## config.mk

```make
export PLATFORM = sky130hd
export DESIGN_NAME = cpu_clock_sequencer
export DESIGN_NICKNAME = d
export VERILOG_FILES = /design/src/rtl/l1b_pkg.sv /design/src/rtl/sync_edge.sv /design/src/rtl/cpu_clock_sequencer.sv
export SDC_FILE = /design/constraint.sdc
export NUM_CORES = 1
export LEC_CHECK = 0
export ABC_AREA = 1
export ABC_CLOCK_PERIOD_IN_PS = 1700
export CORE_MARGIN = 5
export CORE_UTILIZATION = 50
export DETAILED_ROUTE_END_ITERATION = 12
export GPL_TIMING_DRIVEN = 0
export HOLD_SLACK_MARGIN = 0.12
export PLACE_DENSITY = 0.73
export SLEW_MARGIN = 5
export SYNTH_ARGS = -nofsm -noshare
export SYNTH_HDL_FRONTEND = slang
export SYNTH_SLANG_ARGS = --single-unit
```

## constraint.sdc

```tcl
create_clock -name hsclk -period 1.7 [get_ports hsclk]
set_input_delay 0.34 -clock hsclk [delete_from_list [all_inputs] [get_ports hsclk]]
set_output_delay 0.34 -clock hsclk [all_outputs]
set_load 0.02 [all_outputs]
```

## src/rtl/l1b_pkg.sv

```systemverilog
// Shared types and sizing for the CPU clock sequencer: FSM states, default timing
// parameters and counter widths.
package l1b_pkg;

  typedef enum logic [2:0] {
    StFastLo,
    StFastHi,
    StHostAlign,
    StHostLo,
    StHostHi
  } seq_state_e;

  localparam int unsigned FastHalfDefault = 2;
  localparam int unsigned TimeoutDefault  = 255;
  localparam int unsigned PhaseCntW       = 4;
  localparam int unsigned WdogCntW        = 8;

  function automatic logic is_host_state(seq_state_e s);
    return (s == StHostAlign) || (s == StHostLo) || (s == StHostHi);
  endfunction

endpackage

```

## src/rtl/sync_edge.sv

```systemverilog
// Two-flop synchroniser for an asynchronous level, plus a third flop that turns the
// synchronised level into single-cycle rise/fall pulses.
module sync_edge (
  input  logic clk_i,
  input  logic rst_ni,
  input  logic d_i,
  output logic rise_o,
  output logic fall_o
);

  logic meta_q, sync_q, dly_q;

  always_ff @(posedge clk_i) begin
    if (!rst_ni) begin
      meta_q <= 1'b0;
      sync_q <= 1'b0;
      dly_q  <= 1'b0;
    end else begin
      meta_q <= d_i;
      sync_q <= meta_q;
      dly_q  <= sync_q;
    end
  end

  assign rise_o = sync_q & ~dly_q;
  assign fall_o = ~sync_q & dly_q;

endmodule

```

## src/rtl/cpu_clock_sequencer.sv

```systemverilog
// Generates the CPU clock: fast local cycles from hsclk, or cycles stretched and aligned
// to the asynchronous host clock when the decoded address targets the host.
module cpu_clock_sequencer
  import l1b_pkg::*;
#(
  parameter int unsigned FAST_HALF = FastHalfDefault,
  parameter int unsigned TIMEOUT   = TimeoutDefault
) (
  input  logic hsclk,
  input  logic resetb,
  input  logic bbc_phi0,
  input  logic rdy,
  input  logic cpu_vda,
  input  logic cpu_vpa,
  input  logic cpu_rnw,
  input  logic host_req,
  output logic cpu_phi2,
  output logic lat_en,
  output logic ram_ceb,
  output logic ram_web,
  output logic host_cycle,
  output logic host_timeout
);

  localparam logic [PhaseCntW-1:0] PhaseLast = PhaseCntW'(FAST_HALF - 1);
  localparam logic [WdogCntW-1:0]  WdogLimit = WdogCntW'(TIMEOUT);
  localparam logic [WdogCntW-1:0]  WdogMax   = '1;

  seq_state_e            state_q, state_d;
  logic [PhaseCntW-1:0]  cnt_q, cnt_d;
  logic [WdogCntW-1:0]   wdog_q, wdog_d;
  logic                  rdy_meta_q, rdy_s_q;
  logic                  phi0_rise, phi0_fall;
  logic                  in_host, phi0_edge, cnt_last, addr_valid;
  logic                  phi2_q, phi2_d, host_q, host_d;
  logic                  ceb_q, ceb_d, web_q, web_d, timeout_q, timeout_d;

  sync_edge u_phi0_sync (
    .clk_i  (hsclk),
    .rst_ni (resetb),
    .d_i    (bbc_phi0),
    .rise_o (phi0_rise),
    .fall_o (phi0_fall)
  );

  always_comb begin
    state_d    = state_q;
    timeout_d  = 1'b0;
    in_host    = is_host_state(state_q);
    phi0_edge  = phi0_rise | phi0_fall;
    cnt_last   = (cnt_q == PhaseLast);
    addr_valid = cpu_vda | cpu_vpa;

    unique case (state_q)
      StFastLo: begin
        if (cnt_last) state_d = (addr_valid && host_req) ? StHostAlign : StFastHi;
      end
      StFastHi: begin
        if (cnt_last) state_d = StFastLo;
      end
      StHostAlign: begin
        if (phi0_fall) state_d = StHostLo;
      end
      StHostLo: begin
        if (phi0_rise) state_d = StHostHi;
      end
      StHostHi: begin
        // rdy low at the host fall stretches by a whole host cycle
        if (phi0_fall && rdy_s_q) state_d = StFastLo;
      end
      default: state_d = StFastLo;
    endcase

    if (in_host && !phi0_edge && (wdog_q >= WdogLimit)) begin
      state_d   = StFastLo;
      timeout_d = 1'b1;
    end

    cnt_d = (in_host || (state_d != state_q)) ? '0 : cnt_q + 1'b1;

    if (!in_host || phi0_edge) begin
      wdog_d = '0;
    end else if (wdog_q != WdogMax) begin
      wdog_d = wdog_q + 1'b1;
    end else begin
      wdog_d = wdog_q;
    end

    // Outputs are registered from the next state so they never glitch.
    phi2_d = (state_d == StFastHi) || (state_d == StHostHi);
    host_d = is_host_state(state_d);
    ceb_d  = !((state_d == StFastHi) && addr_valid);
    // The final high cycle releases a write before phi2 falls.
    web_d  = ceb_d | cpu_rnw | (cnt_d == PhaseLast);
  end

  always_ff @(posedge hsclk) begin
    if (!resetb) begin
      state_q    <= StFastLo;
      cnt_q      <= '0;
      wdog_q     <= '0;
      rdy_meta_q <= 1'b0;
      rdy_s_q    <= 1'b0;
      phi2_q     <= 1'b0;
      host_q     <= 1'b0;
      ceb_q      <= 1'b1;
      web_q      <= 1'b1;
      timeout_q  <= 1'b0;
    end else begin
      state_q    <= state_d;
      cnt_q      <= cnt_d;
      wdog_q     <= wdog_d;
      rdy_meta_q <= rdy;
      rdy_s_q    <= rdy_meta_q;
      phi2_q     <= phi2_d;
      host_q     <= host_d;
      ceb_q      <= ceb_d;
      web_q      <= web_d;
      timeout_q  <= timeout_d;
    end
  end

  assign cpu_phi2     = phi2_q;
  assign host_cycle   = host_q;
  assign lat_en       = host_q;
  assign ram_ceb      = ceb_q;
  assign ram_web      = web_q;
  assign host_timeout = timeout_q;

endmodule

```

==> results_dict.tcl <==
set metrics [dict create \
    status "finished clean" \
    clk_pin_slew_ns 0.13 \
    ys_ff_latch 25 \
    fill_cells 205 \
    critical-path-top-delay-family "buffers and inverters" \
    grt_overflow_total 0 \
    dr.pass1.iters 4 \
    postCtsSetupRepairBufs 0 \
    fin_crit_sh_pct 93.9 \
    yosys-top-cells-area "dfxtp_1 45%, inv_1 8.1%, nand2_1 8.1%" \
    final_cell_mix "25 x dfxtp_1, 24 x inv_1, 24 x nand2_1" \
    worstPathMaxFanout 2 \
    hold_viol 0 \
    timing.fmax_mhz 626 \
    rsz0062_at_grt "no" \
    path_class "reg2out" \
    root_buffer "clkbuf_4" \
    cts_max_level 1 \
    synthToLayoutAreaGrowth_pct 16.9 \
    cts_tree "built" \
    slew_viol_final 0 \
    grt_pass1_wl_um 3430 \
    multiInputGateArea_um2 503 \
    endpoint "host_cycle" \
    ant_nets 0 \
    r2r-start "wdog_q[0]$_SDFFE_PP0P_" \
    grt_max_degree 15 \
    r2r_cells 6 \
    p_per_area_nw_per_um2 924 \
    die_y_um 57.1 \
    clock_sinks 25 \
    synth.avg_cell_area_um2 7.60 \
    cts_hold_buf 0 \
    placedInstanceArea_um2 1260 \
    fin_area_um2 1300 \
    cp.depth 1 \
    required_ns 1.36 \
    fin_tns_setup_ns 0 \
    die_w_um 57.1 \
    critPathBufInv 1 \
    detail_route.wl_per_cell_um 10.0 \
    clockBufferDepth 2 \
    cp_slowest_cell "clkdlybuf4s50_1" \
    start_util_pct 51.2 \
    port_buffers 12 \
    critPathLaunch "host_cycle$_SDFF_PN0_" \
    finalClockSkew_ns 0.00210 \
    switching_share_pct 30.0 \
    setup_viol 0 \
    p_comb_share_pct 22.8 \
    worstMarginPinSlew_ns 0.377 \
    final.min_clock_period_ns 1.60 \
    synth_warnings 0 \
    vias 926 \
    cp-end-kind "primary output" \
    power_mw 1.20 \
    vias_per_cell 4.87 \
    arrival_ns 1.26 \
    maxCapViolCount 0 \
    r2r-end "cpu_phi2$_SDFF_PN0_" \
    n_antenna_cell 0 \
    post_cts_resize_count 0 \
    drc 0 \
    nets 176 \
    p_seq_share_pct 55.6 \
    design.core.area_um2 2170 \
    critical_path.max_stage_delay_ns 0.60 \
    ys_types 22 \
    p_clk_share_pct 21.6 \
    critPathLaunchType "register" \
    cts_buffers 3 \
    place_hpwl_um 1490 \
    synth_cells 146 \
    yosysTopAreaCellShare_pct 45.1 \
    antenna_found_initial 0 \
    regArea_um2 500 \
    num_rows 17 \
    syn-num-nets 159 \
    internal-power_uw 840 \
    ys_seq_area_share_pct 45.1 \
    pin_count 14 \
    place_congestion 0.865 \
    routed_wl_um 1910 \
    r2r_slack_ns 0.18 \
    hp-class "in2reg" \
    p_sw_uw 359 \
    layout-drive-gt1-share_pct 8.64 \
    final_common_cell "dfxtp_1" \
    relSlewSlack_pct 74.7 \
    track_usage_pct 13.1 \
    drtIter0Drc 19 \
    peakVddDrop_v 0.000681 \
    die_area_um2 3260 \
    grt_pass1_vias 869 \
    yosys.area.top_type "dfxtp_1" \
    insertion_delay_ns 0.31 \
    netlist_area_um2 1110 \
    worstPathCellList "clkdlybuf4s50_1" \
    p_leak_nw 0.593 \
]
==> routing by layer <==
layer | vias to the layer above | wire length (um) | GRT usage [%]
met5 | - | 0 | 0
met4 | 0 | 12 | 6.95
met3 | 2 | 104 | 2.94
met2 | 18 | 881 | 21.9
met1 | 412 | 911 | 15.5
li1 | 494 | - | -
==> kinds of logic (layout without fill, tap and decap cells) <==
| kind of cell | Yosys count | after routing | share of synthesized area [%] |
|---|---|---|---|
| xor+xnor | 3 | 3 | 2.37 |
| flops | 25 | 25 | 45.1 |
| compound gates | 18 | 18 | 9.02 |
| simple gates | 68 | 68 | 28.1 |
| buf+inv | 27 | 43 | 9.81 |
| fa+ha+maj | 5 | 5 | 5.64 |
==> cell usage after synthesis <==
cell type,count
inv_1,24
o21bai_1,1
o221ai_1,1
nor3_4,1
xor2_1,3
o21ai_0,5
nand2_1,24
ha_1,5
a31oi_1,2
nor2_1,20
nand4_1,1
or2_2,3
nand3_1,12
nand2_2,1
nor3b_1,1
buf_4,2
nand2_4,1
nor3_1,4
a21oi_1,8
dfxtp_1,25
inv_2,1
o22ai_1,1
==> registers in the layout (all words and copies together) (netlist names) <==
name                flops
wdog_q                  8
cnt_q                   4
state_q                 3
cpu_phi2                1
host_cycle              1
host_timeout            1
ram_ceb                 1
ram_web                 1
rdy_meta_q              1
rdy_s_q                 1
u_phi0_sync.dly_q       1
u_phi0_sync.meta_q      1
u_phi0_sync.sync_q      1
==> per-stage QoR <==
stage / hold slack (ns) / worst slack (ns) / instances / util (%)
floorplan: 0.390 / 0.404 / 146 / -
finish: 0.271 / 0.103 / 190 / 59.8
detailed placement: 0.401 / 0.0192 / 186 / 58.3
global route: 0.283 / 0.0195 / 190 / 59.8
CTS: 0.268 / 0.00277 / 190 / 59.6
global placement: 0.395 / 0.0431 / 186 / 58.3
==> power by group through the flow <==
stage | registers (mW) | logic, mW | clock network, mW
after CTS | 0.666 | 0.274 | 0.267
after global routing | 0.674 | 0.312 | 0.286
after floorplan | 0.690 | 0.173 | 0
final | 0.666 | 0.274 | 0.259
after global placement | 0.677 | 0.267 | 0
after detailed placement | 0.679 | 0.273 | 0
==> final cells by class <==
class / instances / area share, %
multi-input combinational: 94 / 38.8
sequential: 25 / 38.6
timing repair buffer: 12 / 9.45
inverter: 25 / 7.23
tap: 28 / 2.70
clock buffer: 3 / 1.74
buffer: 2 / 1.16
clock inverter: 1 / 0.386
==> how the worst min path moves through the flow <==
stage	slack [ns]	start	cells past startpoint	to
after floorplan	0.39	rdy_meta_q$_SDFF_PN0_	2	rdy_s_q$_SDFF_PN0_
after global placement	0.39	u_phi0_sync.meta_q$_SDFF_PN0_	2	u_phi0_sync.sync_q$_SDFF_PN0_
after detailed placement	0.40	u_phi0_sync.meta_q$_SDFF_PN0_	2	u_phi0_sync.sync_q$_SDFF_PN0_
after CTS	0.27	resetb	2	ram_ceb$_SDFF_PN1_
after global routing	0.28	resetb	2	ram_ceb$_SDFF_PN1_
final	0.27	resetb	2	ram_ceb$_SDFF_PN1_
No activity file was read; power rests on OpenSTA's default activity.
